**src/rtl/dff_pkg.sv**
```systemverilog
// Shared constants and helpers for the enable-gated register pipeline.
// The per-stage word type {valid, data} is width-dependent, so each module declares it locally.
package dff_pkg;

    localparam int unsigned DFF_MAX_DEPTH = 64;

    // Elaboration-time ceil(log2(n)); dff_clog2(1) == 0.
    function automatic int unsigned dff_clog2(input int unsigned n);
        int unsigned r;
        r = 0;
        for (int i = 0; i < 32; i++) begin
            if ((64'(1) << i) < 64'(n)) begin
                r = i + 1;
            end
        end
        return r;
    endfunction

    function automatic bit dff_depth_ok(input int unsigned depth);
        return (depth >= 1) && (depth <= DFF_MAX_DEPTH);
    endfunction

endpackage

```
**src/rtl/dff_pipe_stage.sv**
```systemverilog
// One pipeline stage: a valid bit plus a data word, advancing on en and clearing on flush.
// The word is carried as a packed {valid, data} vector.
module dff_pipe_stage
    import dff_pkg::*;
#(
    parameter int unsigned DATA_WIDTH = 8,
    parameter bit          CLEAR_DATA = 1'b1
) (
    input  logic                clk,
    input  logic                rst,
    input  logic                en,
    input  logic                flush,
    input  logic [DATA_WIDTH:0] src_word,
    output logic [DATA_WIDTH:0] word
);

    typedef struct packed {
        logic                  valid;
        logic [DATA_WIDTH-1:0] data;
    } stage_word_t;

    stage_word_t src;
    stage_word_t word_d;
    stage_word_t word_q;

    assign src = src_word;

    always_comb begin
        word_d = word_q;
        if (flush) begin
            word_d.valid = 1'b0;
            if (CLEAR_DATA) begin
                word_d.data = '0;
            end
        end else if (en) begin
            word_d = src;
            // Bubbles carry zero data so taps never show stale words.
            if (CLEAR_DATA && !src.valid) begin
                word_d.data = '0;
            end
        end
    end

    always_ff @(posedge clk or posedge rst) begin
        if (rst) begin
            word_q <= '0;
        end else begin
            word_q <= word_d;
        end
    end

    assign word = word_q;

endmodule

```
**src/rtl/dff_pipe_en.sv**
```systemverilog
// Enable-gated DEPTH-stage delay line with per-stage valid, synchronous flush,
// registered occupancy count and full/empty flags. All outputs are register-driven.
module dff_pipe_en
    import dff_pkg::*;
#(
    parameter int unsigned DATA_WIDTH = 8,
    parameter int unsigned DEPTH      = 4,
    parameter bit          CLEAR_DATA = 1'b1,
    parameter int unsigned CNT_W      = dff_clog2(DEPTH + 1)
) (
    input  logic                        pipe_clk,
    input  logic                        pipe_rst,
    input  logic                        pipe_en,
    input  logic                        pipe_flush,
    input  logic                        pipe_valid_i,
    input  logic [DATA_WIDTH-1:0]       pipe_data_i,
    output logic                        pipe_valid_o,
    output logic [DATA_WIDTH-1:0]       pipe_data_o,
    output logic [DEPTH-1:0]            pipe_tap_valid_o,
    output logic [DEPTH*DATA_WIDTH-1:0] pipe_taps_o,
    output logic [CNT_W-1:0]            pipe_count_o,
    output logic                        pipe_empty_o,
    output logic                        pipe_full_o
);

    typedef struct packed {
        logic                  valid;
        logic [DATA_WIDTH-1:0] data;
    } stage_word_t;

    // words[0] is the input; words[k+1] is the register of stage k.
    stage_word_t words [DEPTH+1];

    assign words[0] = {pipe_valid_i, pipe_data_i};

    for (genvar k = 0; k < DEPTH; k++) begin : g_stage
        dff_pipe_stage #(
            .DATA_WIDTH (DATA_WIDTH),
            .CLEAR_DATA (CLEAR_DATA)
        ) u_stage (
            .clk      (pipe_clk),
            .rst      (pipe_rst),
            .en       (pipe_en),
            .flush    (pipe_flush),
            .src_word (words[k]),
            .word     (words[k+1])
        );

        assign pipe_tap_valid_o[k]                       = words[k+1].valid;
        assign pipe_taps_o[k*DATA_WIDTH +: DATA_WIDTH]   = words[k+1].data;
    end

    assign pipe_valid_o = words[DEPTH].valid;
    assign pipe_data_o  = words[DEPTH].data;

    logic [CNT_W-1:0] count_d;
    logic [CNT_W-1:0] count_q;
    logic             full_d;
    logic             full_q;
    logic             empty_d;
    logic             empty_q;

    // Occupancy tracks words entering stage 0 minus the word leaving the last stage.
    always_comb begin
        count_d = count_q;
        if (pipe_flush) begin
            count_d = '0;
        end else if (pipe_en) begin
            case ({pipe_valid_i, words[DEPTH].valid})
                2'b10:   count_d = count_q + CNT_W'(1);
                2'b01:   count_d = count_q - CNT_W'(1);
                default: count_d = count_q;
            endcase
        end
        full_d  = (count_d == CNT_W'(DEPTH));
        empty_d = (count_d == '0);
    end

    always_ff @(posedge pipe_clk or posedge pipe_rst) begin
        if (pipe_rst) begin
            count_q <= '0;
            full_q  <= 1'b0;
            empty_q <= 1'b1;
        end else begin
            count_q <= count_d;
            full_q  <= full_d;
            empty_q <= empty_d;
        end
    end

    assign pipe_count_o = count_q;
    assign pipe_full_o  = full_q;
    assign pipe_empty_o = empty_q;

endmodule

```
**config.mk**
```make
export PLATFORM = sky130hd
export DESIGN_NAME = dff_pipe_en
export DESIGN_NICKNAME = d
export VERILOG_FILES = /design/src/rtl/dff_pkg.sv /design/src/rtl/dff_pipe_stage.sv /design/src/rtl/dff_pipe_en.sv
export SDC_FILE = /design/constraint.sdc
export NUM_CORES = 1
export LEC_CHECK = 0
export ABC_AREA = 0
export BUFFER_PORTS_ARGS = -buffer_cell sky130_fd_sc_hd__buf_4
export CAP_MARGIN = 15
export CORE_MARGIN = 2
export CORE_UTILIZATION = 53
export DETAILED_ROUTE_END_ITERATION = 16
export GPL_TIMING_DRIVEN = 0
export HOLD_SLACK_MARGIN = 0.1
export PLACE_DENSITY = 0.86
export SLEW_MARGIN = 20
export SYNTH_ARGS = -nofsm -noshare
export SYNTH_HDL_FRONTEND = slang
export SYNTH_SLANG_ARGS = --single-unit
```
**constraint.sdc**
```tcl
create_clock -name pipe_clk -period 4.21 [get_ports pipe_clk]
set_input_delay 0.6315 -clock pipe_clk [delete_from_list [all_inputs] [get_ports pipe_clk]]
set_output_delay 0.6315 -clock pipe_clk [all_outputs]
set_load 0.02 [all_outputs]
```
==> metrics.cfg <==
[placement]
place_congestion = 0.818
dp_hpwl_microns = 3190
pre_cts_slack_ns = 1.70
portBuffers = 60

[route]
postRouteAntennaNets = 0
viasPerCell = 5.13
num_vias = 1539
drt_pre_antenna_iters = 4
totalWireLength_microns = 4270
wl_per_cell_microns = 14.2
drt_iter0_drc = 50
route.detailed.drc = 0

[sta]
skew_ns = 0.0124
rsz0062_at_grt = no
fin_crit_sh_pct = 51.5
relSlewSlack_pct = 65.4
tightest_slew_ns = 0.518
clock.fmax_mhz = 461
hold_viol = 0
hold-worst-slack_ns = 0.215
setup_ws_ns = 2.04
setup_viol = 0
report.final.slew_viol_count = 0
fin_setup_tns_ns = 0
finalCriticalPeriod_ns = 2.17

[synthesis]
yosys.area.top_type = dfrtp_1
synthFlopType = dfrtp_1
yosysWarnings = 0
synth.area.top_cells = dfrtp_1 55%, a21oi_1 7.7%, nand3_1 7.4%
syn_inst = 186
synthTopCellsByCount = 40 x dfrtp_1, 28 x a21oi_1, 27 x nand2_1, 27 x nand3_1, 12 x nor2_1
netlist_area_sq_um = 1830
synth_fp_nets = 201
synth_top_area_share_pct = 54.7
synth_cell_types = 27
yosysMostFrequentCell = dfrtp_1
async_reset_ff_share_pct = 100
synth_edf_count = 0
synth-seq-cells = 41
postSynthAreaPerCell_sq_um = 9.84
ys_seq_area_share_pct = 56.1

[global_route]
grt_usage_pct = 23.3
grt_max_degree = 30
grt.overflow.total = 0
grt_pass1_wl_microns = 7160
antenna_found_initial = 0
grt_pass1_vias = 1479

[floorplan]
coreArea_sq_um = 3340
die_w_microns = 62.8
start_util_pct = 54.9
die_h_microns = 62.8
ios = 63
die_area_sq_um = 3940
num_rows = 21

[setup_path]
reg2reg_from = g_stage[3].u_stage.word[8]
ff2ff_path_depth = 5
critPathRequiredTime_ns = 4.49
endpoint = pipe_full_o
endpoint_kind = flip-flop
start_kind = primary input
critPathLaunch = pipe_valid_i
criticalPathCategory = primary input to flip-flop
r2r_end = pipe_full_o
r2r_slack_ns = 2.34
critical_path_arrival_ns = 2.44
critPathMaxFanout = 10

[pwr]
ir_worst_vdd_v = 0.000193
p_leak_uw = 0.00123
power_density_nw_per_um2 = 299

[clock_tree]
h-tree-depth = 2
clock-sinks = 41
clk_latency_ns = 0.34
ctsHoldBuffers = 0
cts_resized = 0
cts-root-buf = clkbuf_4
cts_setup_buffers = 0
cts_tree = built
clk_pin_slew_ns = 0.12
cts_buffers = 5
cts_buffer_depth = 2

[job]
maxCapViolations = 0

[outcome]
status = finished, final reports clean

[worst_hold_path]
hold_class = primary input to async pin

[final_layout]
nNetsFinal = 269
drive_gt1_share_pct = 37.0
syn_to_final_growth_pct = 32.8
final_util_pct = 72.9
antennaDiodeCount = 0

sequential cells by signal, summed over array words and instances (netlist names):
name / flops
pipe_count_o: 3
pipe_empty_o: 1
g_stage.u_stage.word: 36
pipe_full_o: 1
how the worst min path moves through the flow:
stage / start / endpoint / slack (ns) / depth (start not counted)
6_report: pipe_rst / g_stage[3].u_stage.word[4] / 0.22 / 2
3_5_place_dp: g_stage[0].u_stage.word[6] / g_stage[0].u_stage.word[6] / 0.54 / 2
5_1_grt: pipe_rst / g_stage[3].u_stage.word[4] / 0.22 / 2
2_1_floorplan: g_stage[3].u_stage.word[7] / g_stage[3].u_stage.word[7] / 0.62 / 2
4_1_cts: pipe_rst / g_stage[3].u_stage.word[4] / 0.22 / 2
3_3_place_gp: g_stage[1].u_stage.word[1] / g_stage[1].u_stage.word[1] / 0.53 / 2
area by class of cell:
class	instances	area, sq um
clock buffer	5	37.5
timing repair buffer	61	470
inverter	5	18.8
clock inverter	2	35.0
tap	46	57.6
sequential	41	1030
fill	256	906
buffer	24	146
multi-input combinational	116	638
cells in the final DEF (no fill, tap or decap):
cell type  netlist  routed
nor4bb_1         1       1
xor2_1           2       2
a211oi_1         1       1
clkbuf_2         1       1
inv_1            4       3
dfrtp_1         40      40
nand2b_4         1       1
nand3_1         27      27
ha_1             1       1
o21ba_1          1       1
or2_1            1       1
nand2_1         27      27
buf_6            1       1
and2_1           1       1
a311oi_2         1       1
buf_4           10      70
nor4b_2          1       1
buf_12           0       1
dfstp_2          1       1
nor3_1           1       1
nor2_1          12      12
fa_1             1       1
clkbuf_1         4       4
mux2i_1          4       4
clkbuf_4         0       5
a22oi_1          5       5
buf_2            8       8
inv_2            1       2
clkinv_2         0       1
bufinv_16        0       1
a21oi_1         28      28
worst max-delay path, stage by stage:
cell and delay [ns]:
clkbuf_1 0.34, inv_1 0.09, ha_1 0.25, fa_1 0.40, xor2_1 0.24, nor4b_2 0.32
o21ba_1 0.17
metal layers:
metal	wire, microns	share of wire (%)	vias to the layer above	global-route usage (%)
met5	0	0	-	0
met4	64	1.5	0	7.50
met3	273	6.4	7	5.05
met2	2110	49	66	37.4
met1	1820	43	713	31.9
li1	-	-	753	-
power by group:
part,switching [uW],total [uW],internal [uW]
Sequential,5.41,406,401
Clock,120,241,121
Combinational,49.6,79.7,30.1
cell families (layout without fill, tap and decap cells):
kind of cell	count (synthesis)	after routing	share of synthesized area, %
fa+ha+maj	2	2	1.78
simple gates	72	72	18.5
flops	41	41	56.1
compound gates	36	36	11.5
xor+xnor	2	2	0.957
buf+inv	29	97	9.02
mux	4	4	2.19
through the flow:
stage / cells / instance area (sq um) / total power (uW)
final: 300 / 2430 / 727
after global routing: 300 / 2430 / 760
after CTS: 300 / 2430 / 732
after detailed placement: 293 / 2360 / 494
after global placement: 292 / 2340 / 490
after floorplan: 186 / 1830 / 460
Power figures use the tool's default switching activity.
